## config.mk

```make
export PLATFORM = sky130hd
export DESIGN_NAME = valrdy_normal_queue
export DESIGN_NICKNAME = d
export VERILOG_FILES = /design/src/rtl/valrdy_normal_queue.sv
export SDC_FILE = /design/constraint.sdc
export NUM_CORES = 1
export LEC_CHECK = 0
export ABC_AREA = 1
export CAP_MARGIN = 20
export CORE_MARGIN = 2
export CORE_UTILIZATION = 25
export CTS_BUF_LIST = sky130_fd_sc_hd__clkbuf_4
export DETAILED_ROUTE_END_ITERATION = 8
export HOLD_SLACK_MARGIN = 0.05
export PLACE_DENSITY = 0.46
export RECOVER_POWER = 100
export SETUP_SLACK_MARGIN = 0.05
export SLEW_MARGIN = 30
export SYNTH_ARGS = -nofsm -noshare
export SYNTH_HDL_FRONTEND = slang
export SYNTH_SLANG_ARGS = --single-unit
```

## constraint.sdc

```tcl
create_clock -name clk -period 3 [get_ports clk]
set_clock_uncertainty 0.1 [all_clocks]
set_input_delay 0.6 -clock clk [delete_from_list [all_inputs] [get_ports clk]]
set_output_delay 0.6 -clock clk [all_outputs]
set_load 0.05 [all_outputs]
```

## src/rtl/valrdy_normal_queue.sv

```systemverilog
// Normal val/rdy FIFO: no enq->deq bypass and no deq->enq pipe path.
// Ports: clk, reset, enq_{val,rdy,msg}, deq_{val,rdy,msg}, num_free_entries.
module valrdy_normal_queue #(
  parameter int p_nbits       = 32,
  parameter int p_num_entries = 4,
  parameter int p_id          = 0
) (
  input  logic                             clk,
  input  logic                             reset,
  input  logic                             enq_val,
  output logic                             enq_rdy,
  input  logic [p_nbits-1:0]               enq_msg,
  output logic                             deq_val,
  input  logic                             deq_rdy,
  output logic [p_nbits-1:0]               deq_msg,
  output logic [$clog2(p_num_entries):0]   num_free_entries
);

  localparam int AW = $clog2(p_num_entries);
  localparam int CW = AW + 1;
  localparam logic [CW-1:0] FULL = CW'(p_num_entries);

  logic [AW-1:0]      enq_ptr_q;
  logic [AW-1:0]      enq_ptr_d;
  logic [AW-1:0]      deq_ptr_q;
  logic [AW-1:0]      deq_ptr_d;
  logic [CW-1:0]      count_q;
  logic [CW-1:0]      count_d;
  logic [p_nbits-1:0] mem_q [p_num_entries];
  logic [p_num_entries-1:0] wen;
  logic               do_enq;
  logic               do_deq;

  // Status depends on registered count only, so the two sides
  // never see each other combinationally.
  assign enq_rdy          = (count_q != FULL);
  assign deq_val          = (count_q != '0);
  assign deq_msg          = mem_q[deq_ptr_q];
  assign num_free_entries = FULL - count_q;

  assign do_enq = enq_val && enq_rdy;
  assign do_deq = deq_val && deq_rdy;

  always_comb begin
    enq_ptr_d = enq_ptr_q;
    deq_ptr_d = deq_ptr_q;
    count_d   = count_q;
    if (do_enq) enq_ptr_d = enq_ptr_q + AW'(1);
    if (do_deq) deq_ptr_d = deq_ptr_q + AW'(1);
    unique case ({do_enq, do_deq})
      2'b10:   count_d = count_q + CW'(1);
      2'b01:   count_d = count_q - CW'(1);
      default: count_d = count_q;
    endcase
  end

  // Reset blocks the write so a concurrent enqueue leaves no trace.
  always_comb begin
    wen = '0;
    if (do_enq && !reset) wen[enq_ptr_q] = 1'b1;
  end

  always_ff @(posedge clk) begin
    if (reset) begin
      enq_ptr_q <= '0;
      deq_ptr_q <= '0;
      count_q   <= '0;
    end else begin
      enq_ptr_q <= enq_ptr_d;
      deq_ptr_q <= deq_ptr_d;
      count_q   <= count_d;
    end
  end

  always_ff @(posedge clk) begin
    for (int i = 0; i < p_num_entries; i++) begin
      if (wen[i]) mem_q[i] <= enq_msg;
    end
  end

  a_ctrl_known: assert property (@(posedge clk) disable iff (reset)
    !$isunknown(enq_val) && !$isunknown(deq_rdy))
    else $error("queue %0d: X on enq_val/deq_rdy", p_id);

  a_count_max: assert property (@(posedge clk) disable iff (reset)
    count_q <= FULL)
    else $error("queue %0d: count overflow", p_id);

endmodule

```

==> results.sh <==
export IMPL_die_x_um=149
export IMPL_worstPathArrival_ns=2.09
export IMPL_core_area_um2=20900
export IMPL_maxUsedRoutingLayer="met5"
export IMPL_p_switching_w=0.00216
export IMPL_antenna_left=0
export IMPL_synthCells=377
export IMPL_vias_per_cell=4.28
export IMPL_drv_cap=0
export IMPL_drtIter0Drc=126
export IMPL_fin_crit_sh_pct=93.0
export IMPL_syn_cell_area_um2=5290
export IMPL_synthesis_nets=422
export IMPL_p_leak_nw=2.22
export IMPL_layout_cells_non_filler=747
export IMPL_worst_setup_path_end_kind="primary output"
export IMPL_grt_pass1_wl_mm=18.2
export IMPL_fin_nets=504
export IMPL_layout_commonest_cell="edfxtp_1"
export IMPL_num_rows=53
export IMPL_finalWirelength_mm=11.7
export IMPL_met3WireLength_um=558
export IMPL_fillCellCount=2130
export IMPL_hp_class="reg2reg"
export IMPL_port_buffers=72
export IMPL_m1WireLength_mm=5.27
export IMPL_min_period_ns=2.79
export IMPL_io_pins=73
export IMPL_wire_per_inst_um=15.7
export IMPL_setup_ws_ns=0.210
export IMPL_crit_start="count_q[0]$_SDFFE_PP0P_"
export IMPL_p_sw_share_pct=39.5
export IMPL_gp_congestion=0.681
export IMPL_rr_startpoint="count_q[0]$_SDFFE_PP0P_"
export IMPL_slew_viol_final=0
export IMPL_start_util_pct=25.3
export IMPL_grt_total_usage_pct=11.0
export IMPL_drive_gt1_share_pct=16.9
export IMPL_critPathTopFamily="buffers and inverters"
export IMPL_tritoncts="yes"
export IMPL_power_density_nw_per_um2=845
export IMPL_combinationalPowerShare_pct=35.1
export IMPL_clock_power_share_pct=23.0
export IMPL_power_frac_seq_pct=41.9
export IMPL_dieArea_um2=22300
export IMPL_required_ns=2.30
export IMPL_path_buf_inv=2
export IMPL_status="complete, no violations"
export IMPL_grt_ovfl_total=0
export IMPL_finalHoldViolCount=0
export IMPL_max_clock_path_buffers=2
export IMPL_ys_types=20
export IMPL_hold_buffers=0
export IMPL_ys_seq_area_share_pct=76.0
export IMPL_cts_root_buf="clkbuf_4"
export IMPL_irDropWorstVdd_uv=509
export IMPL_hp_start="count_q[0]$_SDFFE_PP0P_"
export IMPL_clk_latency_ns=0.52
export IMPL_rsz0062_at_grt="false"
export IMPL_grt_pass1_vias=3275
export IMPL_antenna_found_initial=1
export IMPL_crit_chain="inv_1, ha_1, clkdlybuf4s50_1"
export IMPL_drc=0
export IMPL_cp_slowest_cell="clkdlybuf4s50_1"
export IMPL_post_dp_hpwl_mm=7.33
export IMPL_intPower_w=0.00330
export IMPL_ys_ff_latch=137
export IMPL_n_antenna_cell=0
export IMPL_avgSynthCellArea_um2=14.0
export IMPL_worst_slew_pin_slew_ns=0.530
export IMPL_final_cell_mix="edfxtp_1, nor2_1, o21ai_0"
export IMPL_pre_cts_ws_ns=0.464
export IMPL_num_vias=3196
export IMPL_grt_max_degree=65
export IMPL_slowest_delay_ns=0.80
export IMPL_timing_slew_headroom_pct=64.6
export IMPL_postCtsSetupRepairBufs=0
export IMPL_area_growth_pct=22.3
export IMPL_drt_pass1_iter_count=4
export IMPL_crit_type="reg2out"
export IMPL_dieHeight_um=149
export IMPL_clkTransAtPathRegs_ns=0.12
export IMPL_clock_sink_count=137
export IMPL_dp_cells=715
export IMPL_path_max_fanout=4
export IMPL_cp_start_kind="flop"
export IMPL_htreeDepth=4
export IMPL_met2_length_mm=5.68
export IMPL_fmax_mhz=358
export IMPL_setup_viol=0
export IMPL_yosysWarnings=0
export IMPL_numCtsBuffers=17
power groups by stage:
stage,Sequential (W),Combinational (W),Clock [W]
2_1_floorplan,0.00229,0.00149,0
3_5_place_dp,0.00233,0.00206,0
5_1_grt,0.00231,0.00208,0.00138
4_1_cts,0.00229,0.00204,0.00130
3_3_place_gp,0.00233,0.00205,0
6_report,0.00229,0.00192,0.00125
metrics by stage:
stage	power [W]	util, %	hold slack, ns	setup TNS (ns)	cell area, um^2
after floorplan	0.00379	-	0.343	-34.71	5290
after global placement	0.00438	29.9	0.362	0	6240
after detailed placement	0.00439	29.9	0.396	0	6240
after CTS	0.00564	31.3	0.422	0	6540
after global routing	0.00576	31.0	0.426	0	6470
final	0.00547	31.0	0.415	0	6470
Yosys cell counts:
master,number,area [um^2]
edfxtp_1,128,3840
nor2_1,70,263
o21ai_0,41,205
o22ai_1,32,200
o21ai_1,28,140
inv_1,19,71.3
buf_6,9,101
dfxtp_1,9,180
ha_1,8,100
nand2_1,8,30.0
a21oi_1,6,30.0
buf_2,6,30.0
buf_4,4,30.0
nand3_1,3,15.0
clkbuf_1,1,3.75
fa_1,1,20.0
inv_2,1,3.75
inv_8,1,11.3
nand4_1,1,6.26
nor2_2,1,6.26
worst register-to-register path, cell delays in order (launching register included):
cell and delay [ns]:
dfxtp_1 0.40, inv_1 0.09, ha_1 0.22, ha_1 0.18, inv_1 0.10, nand3_1 0.30, nor2_1 0.26, clkbuf_2 0.45
worst paths after layout:
check | cells after the start | to | slack [ns]
hold / removal | 1 | count_q[0]$_SDFFE_PP0P_ | 0.41
setup reg to reg | 7 | mem_q[0][17]$_DFFE_PP_ | 0.52
hold reg to reg | 1 | count_q[0]$_SDFFE_PP0P_ | 0.41
setup / recovery | 3 | num_free_entries[1] | 0.21
flip-flops by register name (all words and copies together) (netlist names), named ones only:
register   flops
enq_ptr_q      2
deq_ptr_q      2
count_q        3
mem_q        128
layer usage:
layer  vias to the layer above  track usage, %
met5                         -               0
met4                         2            4.38
met2                        67            17.9
met1                      1550            13.6
li1                       1559               -
met3                        18            3.69
area by class of cell:
type	instances	area [um^2]	share of cell area [%]
Timing Repair Buffer	83	674	10.4
Sequential cell	137	4030	62.3
Clock buffer	20	150	2.32
Inverter	21	87.6	1.35
Clock inverter	12	150	2.32
Tap cell	275	344	5.32
Multi-Input combinational cell	199	1040	16.0
timing repair:
action / CTS / global route
setup endpoints to repair: 5 / 1
gates resized for setup: 4 / 1
hold endpoints to repair: 0 / 0
cell families after synthesis:
kind of cell               synth area share [%]
DFF                                        76.0
AOI/OAI and AO/OA                          10.9
and+or+nand+nor                            6.05
buffers and inverters                      4.75
adders and majority gates                  2.27
Power figures use the tool's default switching activity.
